$ cat src/rtl/fft_pkg.sv
// Shared constants, FSM encodings and index/bank mapping helpers for the FFT RAM sequencer.
package fft_pkg;

    localparam int unsigned STAGES_DEF = 6;
    localparam int unsigned BF_LAT_DEF = 4;
    localparam int unsigned MAX_STAGES = 16;

    localparam logic [1:0] ST_IDLE  = 2'd0;
    localparam logic [1:0] ST_RUN   = 2'd1;
    localparam logic [1:0] ST_DRAIN = 2'd2;
    localparam logic [1:0] ST_DONE  = 2'd3;

    // Per-bank address width: N/4 words per bank with N = 4^stages.
    function automatic int unsigned a_bit_of(input int unsigned stages);
        return 2 * stages - 2;
    endfunction

    // Stage counter width, at least one bit.
    function automatic int unsigned stage_bits(input int unsigned stages);
        return (stages > 1) ? $clog2(stages) : 1;
    endfunction

    // Point index of leg k: butterfly number with base-4 digit k inserted at digit position pos.
    function automatic logic [31:0] insert_digit(input logic [31:0] b, input int unsigned pos,
                                                 input logic [1:0] k);
        logic [31:0] low_mask;
        low_mask = (32'd1 << (2 * pos)) - 32'd1;
        return ((b & ~low_mask) << 2) | (32'(k) << (2 * pos)) | (b & low_mask);
    endfunction

    // Bank of a point: sum of its base-4 digits modulo 4.
    function automatic logic [1:0] bank_of(input logic [31:0] idx, input int unsigned stages);
        logic [1:0] acc;
        acc = '0;
        for (int unsigned i = 0; i < MAX_STAGES; i++) begin
            if (i < stages) begin
                acc = acc + idx[2*i +: 2];
            end
        end
        return acc;
    endfunction

    // Word address of a point within its bank.
    function automatic logic [31:0] addr_of(input logic [31:0] idx);
        return idx >> 2;
    endfunction

endpackage

$ cat src/rtl/fft_addr_delay.sv
// Enabled shift register carrying read valid/address/select forward to the write side.
module fft_addr_delay #(
    parameter int unsigned W     = 1,
    parameter int unsigned DEPTH = 1
) (
    input  logic         clk,
    input  logic         rst_n,
    input  logic         en,
    input  logic [W-1:0] d,
    output logic [W-1:0] q
);

    logic [W-1:0] pipe [DEPTH];

    // Shift one position per enabled cycle; a stall freezes the whole line.
    always_ff @(posedge clk or negedge rst_n) begin
        if (!rst_n) begin
            for (int i = 0; i < int'(DEPTH); i++) begin
                pipe[i] <= '0;
            end
        end else if (en) begin
            pipe[0] <= d;
            for (int i = 1; i < int'(DEPTH); i++) begin
                pipe[i] <= pipe[i-1];
            end
        end
    end

    assign q = pipe[DEPTH-1];

endmodule

$ cat src/rtl/fft_ram_seq.sv
// Address/enable sequencer for the 4-bank in-place radix-4 FFT RAM.
module fft_ram_seq
    import fft_pkg::*;
#(
    parameter int unsigned STAGES = STAGES_DEF,
    parameter int unsigned BF_LAT = BF_LAT_DEF
) (
    input  logic                            iCLK,
    input  logic                            iRST_N,
    input  logic                            iSTART,
    input  logic                            iEN,
    output logic                            oBUSY,
    output logic                            oDONE,
    output logic [stage_bits(STAGES)-1:0]   oSTAGE,
    output logic [a_bit_of(STAGES)-1:0]     oADDR_RD_0,
    output logic [a_bit_of(STAGES)-1:0]     oADDR_RD_1,
    output logic [a_bit_of(STAGES)-1:0]     oADDR_RD_2,
    output logic [a_bit_of(STAGES)-1:0]     oADDR_RD_3,
    output logic [1:0]                      oRD_SEL_0,
    output logic [1:0]                      oRD_SEL_1,
    output logic [1:0]                      oRD_SEL_2,
    output logic [1:0]                      oRD_SEL_3,
    output logic [a_bit_of(STAGES)-1:0]     oADDR_WR_0,
    output logic [a_bit_of(STAGES)-1:0]     oADDR_WR_1,
    output logic [a_bit_of(STAGES)-1:0]     oADDR_WR_2,
    output logic [a_bit_of(STAGES)-1:0]     oADDR_WR_3,
    output logic [1:0]                      oWR_SEL_0,
    output logic [1:0]                      oWR_SEL_1,
    output logic [1:0]                      oWR_SEL_2,
    output logic [1:0]                      oWR_SEL_3,
    output logic                            oWE_0,
    output logic                            oWE_1,
    output logic                            oWE_2,
    output logic                            oWE_3
);

    localparam int unsigned A_BIT = a_bit_of(STAGES);
    localparam int unsigned S_BIT = stage_bits(STAGES);
    localparam int unsigned D_BIT = $clog2(BF_LAT);
    localparam int unsigned PW    = 1 + 4 * A_BIT + 8;

    localparam logic [A_BIT-1:0] B_LAST = '1;
    localparam logic [S_BIT-1:0] S_LAST = S_BIT'(STAGES - 1);
    localparam logic [D_BIT-1:0] D_LAST = D_BIT'(BF_LAT - 1);

    logic [1:0]       state, state_n;
    logic [S_BIT-1:0] stg, stg_n;
    logic [A_BIT-1:0] bfly, bfly_n;
    logic [D_BIT-1:0] drain, drain_n;

    logic [31:0]      leg_idx  [4];
    logic [1:0]       leg_bank [4];
    logic [A_BIT-1:0] leg_addr [4];
    logic [A_BIT-1:0] addr_c   [4];
    logic [1:0]       sel_c    [4];
    int unsigned      pos_c;

    logic [A_BIT-1:0] rd_addr [4];
    logic [1:0]       rd_sel  [4];
    logic             rd_valid;
    logic             busy_q;
    logic             done_q;

    logic [PW-1:0]    dl_in;
    logic [PW-1:0]    dl_out;
    logic [A_BIT-1:0] wr_addr [4];
    logic [1:0]       wr_sel  [4];
    logic             wr_valid;

    // FSM and counter state register; iEN low holds everything.
    always_ff @(posedge iCLK or negedge iRST_N) begin
        if (!iRST_N) begin
            state <= ST_IDLE;
            stg   <= '0;
            bfly  <= '0;
            drain <= '0;
        end else if (iEN) begin
            state <= state_n;
            stg   <= stg_n;
            bfly  <= bfly_n;
            drain <= drain_n;
        end
    end

    // Next-state: one butterfly per RUN cycle, BF_LAT drain cycles closing each stage.
    always_comb begin
        state_n = state;
        stg_n   = stg;
        bfly_n  = bfly;
        drain_n = drain;
        case (state)
            ST_IDLE: begin
                if (iSTART) begin
                    state_n = ST_RUN;
                    stg_n   = '0;
                    bfly_n  = '0;
                end
            end
            ST_RUN: begin
                if (bfly == B_LAST) begin
                    state_n = ST_DRAIN;
                    bfly_n  = '0;
                    drain_n = '0;
                end else begin
                    bfly_n = bfly + A_BIT'(1);
                end
            end
            ST_DRAIN: begin
                if (drain == D_LAST) begin
                    bfly_n = '0;
                    if (stg == S_LAST) begin
                        state_n = ST_DONE;
                    end else begin
                        state_n = ST_RUN;
                        stg_n   = stg + S_BIT'(1);
                    end
                end else begin
                    drain_n = drain + D_BIT'(1);
                end
            end
            ST_DONE: begin
                state_n = ST_IDLE;
                stg_n   = '0;
            end
            default: begin
                state_n = ST_IDLE;
            end
        endcase
    end

    // Leg index/bank/address for the butterfly about to be issued, routed to banks.
    always_comb begin
        pos_c = 32'(STAGES - 1) - 32'(stg_n);
        for (int j = 0; j < 4; j++) begin
            addr_c[j] = '0;
            sel_c[j]  = '0;
        end
        for (int k = 0; k < 4; k++) begin
            leg_idx[k]  = insert_digit(32'(bfly_n), pos_c, 2'(k));
            leg_bank[k] = bank_of(leg_idx[k], STAGES);
            leg_addr[k] = A_BIT'(addr_of(leg_idx[k]));
        end
        for (int j = 0; j < 4; j++) begin
            for (int k = 0; k < 4; k++) begin
                if (leg_bank[k] == 2'(j)) begin
                    addr_c[j] = leg_addr[k];
                    sel_c[j]  = 2'(k);
                end
            end
        end
    end

    // Registered read side and status; read address/select hold outside RUN.
    always_ff @(posedge iCLK or negedge iRST_N) begin
        if (!iRST_N) begin
            for (int j = 0; j < 4; j++) begin
                rd_addr[j] <= '0;
                rd_sel[j]  <= '0;
            end
            rd_valid <= 1'b0;
            busy_q   <= 1'b0;
            done_q   <= 1'b0;
        end else if (iEN) begin
            if (state_n == ST_RUN) begin
                for (int j = 0; j < 4; j++) begin
                    rd_addr[j] <= addr_c[j];
                    rd_sel[j]  <= sel_c[j];
                end
            end
            rd_valid <= (state_n == ST_RUN);
            busy_q   <= (state_n == ST_RUN) || (state_n == ST_DRAIN);
            done_q   <= (state_n == ST_DONE);
        end
    end

    // Pack read side for the write-side delay line.
    always_comb begin
        dl_in = '0;
        for (int j = 0; j < 4; j++) begin
            dl_in[2*j +: 2]           = rd_sel[j];
            dl_in[8 + j*A_BIT +: A_BIT] = rd_addr[j];
        end
        dl_in[PW-1] = rd_valid;
    end

    fft_addr_delay #(
        .W     (PW),
        .DEPTH (BF_LAT)
    ) u_delay (
        .clk   (iCLK),
        .rst_n (iRST_N),
        .en    (iEN),
        .d     (dl_in),
        .q     (dl_out)
    );

    // Unpack delayed write side.
    always_comb begin
        for (int j = 0; j < 4; j++) begin
            wr_sel[j]  = dl_out[2*j +: 2];
            wr_addr[j] = dl_out[8 + j*A_BIT +: A_BIT];
        end
        wr_valid = dl_out[PW-1];
    end

    assign oBUSY      = busy_q;
    assign oDONE      = done_q;
    assign oSTAGE     = stg;
    assign oADDR_RD_0 = rd_addr[0];
    assign oADDR_RD_1 = rd_addr[1];
    assign oADDR_RD_2 = rd_addr[2];
    assign oADDR_RD_3 = rd_addr[3];
    assign oRD_SEL_0  = rd_sel[0];
    assign oRD_SEL_1  = rd_sel[1];
    assign oRD_SEL_2  = rd_sel[2];
    assign oRD_SEL_3  = rd_sel[3];
    assign oADDR_WR_0 = wr_addr[0];
    assign oADDR_WR_1 = wr_addr[1];
    assign oADDR_WR_2 = wr_addr[2];
    assign oADDR_WR_3 = wr_addr[3];
    assign oWR_SEL_0  = wr_sel[0];
    assign oWR_SEL_1  = wr_sel[1];
    assign oWR_SEL_2  = wr_sel[2];
    assign oWR_SEL_3  = wr_sel[3];
    // A stalled cycle never writes.
    assign oWE_0      = wr_valid & iEN;
    assign oWE_1      = wr_valid & iEN;
    assign oWE_2      = wr_valid & iEN;
    assign oWE_3      = wr_valid & iEN;

endmodule

$ cat config.mk
export PLATFORM = sky130hd
export DESIGN_NAME = fft_ram_seq
export DESIGN_NICKNAME = d
export VERILOG_FILES = /design/src/rtl/fft_pkg.sv /design/src/rtl/fft_addr_delay.sv /design/src/rtl/fft_ram_seq.sv
export SDC_FILE = /design/constraint.sdc
export NUM_CORES = 1
export LEC_CHECK = 0
export ABC_AREA = 1
export CAP_MARGIN = 15
export CORE_UTILIZATION = 52
export DETAILED_ROUTE_END_ITERATION = 8
export PLACE_DENSITY = 0.76
export SYNTH_ARGS = -nofsm -noshare
export SYNTH_HDL_FRONTEND = slang
export SYNTH_SLANG_ARGS = --single-unit
$ cat constraint.sdc
create_clock -name iCLK -period 5.75 [get_ports iCLK]
set_clock_uncertainty 0.1 [all_clocks]
set_input_delay 0.8625 -clock iCLK [delete_from_list [all_inputs] [get_ports iCLK]]
set_output_delay 0.8625 -clock iCLK [all_outputs]
set_load 0.01 [all_outputs]
# Yosys cells after proc, flatten, opt, wreduce, memory -nomap -nowiden
# Cells that the tools add are included.
# word_totals
ff_bits	264
in_bits	4
elab_cells	136
# classes
add_sub_neg	25
eq_ne	23
shifts	4
n_mux	44
n_bitwise	12
n_reduce_logical	9
# op_table
cell	count
$mux 10	19
$or 12x12->12	8
$shl 1x32->12 const A	2
$shl 2x32->12 const A	2
$add 2x2->2	20
$pmux 10 s3	1
$mux 2	14
$eq 2x2->1 const B	13
$and 10x12->12	1
$eq 2x1->1 const B	6
$sub 12x1->12 const B	1
$add 10x1->10 const B	1
$and 10x10->10	1
$eq 10x10->1 const B	1
$logic_not 2->1	5
$not 10->10	1
$mux 3	3
$pmux 3 s3	1
$pmux 2 s4	1
$mux 1	4
$ne 2x2->1 const B	2
$pmux 2 s2	1
$reduce_and 4->1	1
$sub 3x3->4 const A	1
other kinds (7)	7

# Logic depth before layout (Yosys ltp)
# depth
ltp_word	21
depth_mapped	43
ltp_nobuf	43

# Cells and area by module
# A second synthesis with hierarchy kept.
# unflattened
hier_cells	1602
hier_area_um2	12938.7
# modules_own_cells
mod	n_inst	cells_each	area_each_um2	seq_area_each_um2
fft_addr_delay	1	877	7816.2	4904.7
fft_ram_seq	1	725	5122.4	1701.6

# Worst setup path before layout
# Ideal clock, no wire load.
# synth_path
path_type	input to register
from	in iSTART
to	reg rd_addr (netlist bit oADDR_RD_3[0])
t_arrival_ps	5590
setup_slack_ps	-60
path_stages	35
path_buffers	0
cell_sequence	inv_1 o21bai_1 nand2_2 nand2_2 nand2_4 ha_1 inv_1 nand3_2 nor2_1 nand2_1 ha_1 inv_1 xor2_1 inv_1 nand2_1 nand2_1 inv_1 fa_1 fa_1 fa_1 inv_1 ha_1 xor2_1 xor2_1 inv_1 nand3_1 nand2_1 inv_1 nand2_1 nand2_1 nand2_1 nand2_1 nand2_1 o21ai_1 nand2_1
# synth_via
elab_chain_len	19
word_cells_on_any_way	53
cone_classes	add/sub: 22; eq/ne: 5; shift: 4; mux: 10; bitwise: 11; reduce/logical: 1
# synth_lines
element	line_no	rtl
start: declaration	fft_ram_seq.sv:10	input logic iSTART,
$mux 3 (*)	fft_ram_seq.sv:93	if (iSTART) begin
$pmux 3 s3 (*)	fft_ram_seq.sv:91	case (state)
$sub 3x3->4 (*)	fft_ram_seq.sv:133	pos_c = 32'(STAGES - 1) - 32'(stg_n);
named net pos_c[1]	fft_ram_seq.sv:56	int unsigned pos_c;
$shl 1x32->12	fft_pkg.sv:27, fft_pkg.sv:28	
$sub 12x1->12	fft_pkg.sv:27	low_mask = (32'd1 << (2 * pos)) - 32'd1;
$not 10->10	fft_pkg.sv:28	return ((b & ~low_mask) << 2) | (32'(k) << (2 * pos)) | (b & low_mask);
$and 10x10->10	fft_pkg.sv:28	
$or 12x12->12 (2 in a row)	fft_pkg.sv:28	
$add 2x2->2 (5 in a row)	fft_pkg.sv:37	acc = acc + idx[2*i +: 2];
$eq 2x2->1	fft_ram_seq.sv:145	if (leg_bank[k] == 2'(j)) begin
$mux 10 (3 in a row)	fft_ram_seq.sv:145	
$mux 10 (*)	fft_ram_seq.sv:145	
end signal: indexed assignment	fft_ram_seq.sv:166	rd_addr[j] <= addr_c[j];
end: declaration	fft_ram_seq.sv:58	logic [A_BIT-1:0] rd_addr [4];
# The timed path passes the listed nets; every way through them passes the cells marked *.
# A chain may end at the register's enable or synchronous reset.

# Final worst setup path
# layout_path
from	reg stg[1] (netlist: oSTAGE[1])
to	reg rd_addr (netlist bit oADDR_RD_0[5])
# layout_via
elab_chain_len	21
word_cells_on_any_way	56
cone_classes	add/sub: 23; eq/ne: 2; shift: 4; mux: 11; bitwise: 11; reduce/logical: 5
# layout_lines
element	line_no	rtl
start: declaration	fft_ram_seq.sv:47	logic [S_BIT-1:0] stg, stg_n;
start signal: assignment	fft_ram_seq.sv:79	stg <= stg_n;
$add 3x1->3 / $eq 3x3->1 (equally long branches)	fft_ram_seq.sv:115, fft_ram_seq.sv:111	
$mux 3 (*)	fft_ram_seq.sv:111	if (stg == S_LAST) begin
$mux 3 (*)	fft_ram_seq.sv:109	if (drain == D_LAST) begin
$pmux 3 s3 (*)	fft_ram_seq.sv:91	
named net stg_n[2]	fft_ram_seq.sv:47	
$sub 3x3->4 (*)	fft_ram_seq.sv:133	
$shl 1x32->12	fft_pkg.sv:27, fft_pkg.sv:28	
$sub 12x1->12	fft_pkg.sv:27	
$not 10->10	fft_pkg.sv:28	
$and 10x10->10	fft_pkg.sv:28	
$or 12x12->12 (2 in a row)	fft_pkg.sv:28	
$add 2x2->2 (5 in a row)	fft_pkg.sv:37	
$logic_not 2->1	fft_ram_seq.sv:145	
$mux 10 (3 in a row)	fft_ram_seq.sv:145	
$mux 10 (*)	fft_ram_seq.sv:145	
# Marks and branches as above.

==> key figures <==
Logic synthesis
  – Synth cell types: 37
  – Ys Warns: 0
  – Post-synthesis sequential area ratio: 52.86%
  – Syn_nets: 1574
  – Syn Inst Count: 1548
  – Ys flop type: dfrtp_1
  – Netlist Area Pre-Place: 0.01250 mm2
  – Post-synth EDFFs: 0
  – Synthesized flop and latch total: 264
  – Asr flop ratio synth: 100.0%
  – Mapped Avg Cell Area: 8.074 um2

Place
  – Post-DP HPWL: 20050 um
  – Dpl cells: 1918
  – Buffers on Ports: 108
  – DP Worst Slack: -0.6346 ns
  – GPL Wtd Cong: 0.9187

CTS
  – Hold_buf cts: 0
  – Clock transition at path regs: 0.06 ns
  – TritonCTS Sinks: 264
  – Max H-tree Level: 1
  – Root buffer cell: clkbuf_16
  – Cts bufs inserted: 28
  – Max clock buf depth: 3
  – Worst-Skew Late Latency: 0.56 ns
  – CTS tree: built

Run status
  – Outcome: completed

Min path
  – HP Class: input pin to asynchronous set/reset pin

Worst setup path
  – WS Path Type: register to register
  – R2r setup slk: 0.11 ns
  – Critical Path Sink Type: register
  – WP buf/inv: 8
  – Crit-path slowest cell: fa_1
  – Delay-heaviest family, CP: adder cells
  – Slowest stage delay, CP: 0.51 ns
  – Critical-path maximum fanout: 5
  – Worst setup SP type: register
  – Required time of the critical path: 6.12 ns
  – Most common cell type on the critical path: nand2_4
  – Arrival time worst endpoint: 6.01 ns

Floorplan
  – Chip width: 157.0 um
  – Top-Level Pins: 109
  – Die ar.: 0.02466 mm2
  – Placeable Area: 0.02354 mm2
  – Die H: 157.0 um
  – Rows: 56
  – Initial core utilization: 53.09%

Power and ir drop
  – Comb pwr share: 40.5%
  – VDD IR max: 0.3215 mV
  – Sequential Power Share: 33.6%
  – Power density cells: 476.3 mW/mm2
  – Sw Ratio: 38.92%
  – Switching Power: 2.828 mW
  – Clk pwr share: 25.9%
  – P_leak: 8.026 nW
  – Cell-internal power: 4.438 mW

Run
  – Max-Cap Viols: 0

STA
  – Fmax: 0.1773 GHz
  – RSZ-0062 raised after global routing: true
  – Final WS setup: 0.1105 ns
  – Slew headroom: 21.25%
  – Slew Viols, Final: 0
  – Tightest Pin Transition: 1.180 ns
  – Period utilisation layout: 98.08%
  – Hold Violations, Final: 0
  – Final Critical Period: 5.640 ns
  – # setup viols final: 0

GRT
  – Tot GR Track Use: 25.02%
  – Initial antenna violation count: 0
  – First-pass GRT wire length: 48620 um
  – GR Overflow Total: 0
  – Largest net degree at the start of global routing: 153
  – Vias in the first global route: 9609

Routing
  – Vias: 10200
  – DRC viols: 0
  – Routed wire length: 30710 um
  – Post-DRT Antenna Nets: 0
  – Via/cell ratio: 5.140
  – First-pass iteration count of the detailed router: 5
  – Routed WL per cell: 15.48 um
  – Initial drt markers: 796

Layout
  – Cell Count, Final, Fillers Out: 1984
  – Final Util: 64.80%
  – Fraction of layout cells with a size suffix above 1: 13.87%
  – Post-layout nets: 1671
  – Final-layout fill cell count: 2017
  – Most frequent cells in the layout: nand2_1 (765), dfrtp_1 (262), clkdlybuf4s50_1 (105)
  – Sequential Area: 0.006609 mm2
  – Diode count: 0
  – Most common cell after layout, fill and taps aside: nand2_1
  – Synthesis-to-layout area growth: 22.05%
  – Multi-input logic area: 0.005296 mm2
==> path summary, 6_finish.rpt <==
check / startpoint / to / depth (start not counted)
worst min-delay path: iRST_N / u_delay.q[23] / 1
worst min register to register: u_delay.pipe[190] / u_delay.pipe[190] / 2
max in group asynchronous: iRST_N / bfly[5] / 2
min in group iCLK: u_delay.pipe[190] / u_delay.pipe[190] / 2
worst max-delay path: oSTAGE[1] / oADDR_RD_0[5] / 36
worst max register to register: oSTAGE[1] / oADDR_RD_0[5] / 36
==> per-stage QoR <==
stage	power, mW	hold slack (ns)	setup TNS, ns	area (um2)
finish	7.265	0.2694	0	15250
floorplan	4.025	0.3417	0	12500
CTS	6.735	0.3011	0	14770
detailed placement	4.826	0.3572	-25.34	13780
global placement	4.768	0.3524	-18.44	13780
global route	7.683	0.3376	-6.472	15250
==> cell usage after synthesis, types with 5 or more instances <==
cell type	n	share of area [%]
nand2_1	785	24
dfrtp_1	264	53
nand3_1	83	3.3
inv_1	80	2.4
clkbuf_1	52	1.6
buf_4	51	3.1
o21ai_0	44	1.8
nor2_1	24	0.72
a21oi_1	19	0.76
ha_1	16	1.6
o211ai_1	16	0.96
nand2_2	15	0.75
o21ai_1	14	0.56
inv_2	11	0.33
nand3_2	11	0.88
xor2_1	10	0.70
fa_1	6	0.96
nand4_1	6	0.30
nor2_2	5	0.25
==> sequential cells by signal, summed over array words and instances, names as in the netlist, 3 cells and up <==
name,cells
bfly,10
oADDR_RD_3,10
u_delay.q,49
oADDR_RD_0,10
u_delay.pipe,147
oADDR_RD_1,10
oADDR_RD_2,10
oSTAGE,3
==> power groups by stage <==
stage / Sequential, mW / Clock, mW / Combinational [mW]
2_1_floorplan: 2.41 / 0 / 1.61
3_3_place_gp: 2.46 / 0 / 2.31
3_5_place_dp: 2.47 / 0 / 2.36
4_1_cts: 2.44 / 1.92 / 2.38
5_1_grt: 2.48 / 1.99 / 3.22
6_report: 2.44 / 1.88 / 2.94
==> routing by layer <==
layer | track usage, % | vias up | wire [um]
met5 | 0 | - | 0
met4 | 9.801 | 0 | 1304
met3 | 3.139 | 83 | 1205
met2 | 42.54 | 216 | 15170
met1 | 32.68 | 4933 | 13030
li1 | - | 4966 | -
==> cell families (layout without fill, tap and decap cells) <==
kind of cell             after synthesis  count (layout)  share of synthesized area, %
AND/OR/NAND/NOR                      946             946                         31.31
AO/OA/AOI/OAI                        103             103                         4.755
buffers and inverters                199             316                         7.528
adder cells (fa/ha/maj)               22              22                         2.563
XOR/XNOR                              14              14                        0.9810
flip-flops                           264             264                         52.86
==> repair_timing <==
| action | in CTS | in global routing |
|---|---|---|
| pin swaps | 2 | 44 |
| setup endpoints to repair | 8 | 48 |
| resized for setup | 1 | 89 |
| setup buffers | 1 | 15 |
==> area by class of cell <==
cell class,instances,share of cell area (%)
timing repair buffer,174,10.65
tap,319,2.616
multi-input combinational,1085,34.72
clock buffer,39,5.126
inverter,92,2.297
sequential,264,43.32
clock inverter,11,1.263
No activity file was read; power rests on OpenSTA's default activity.
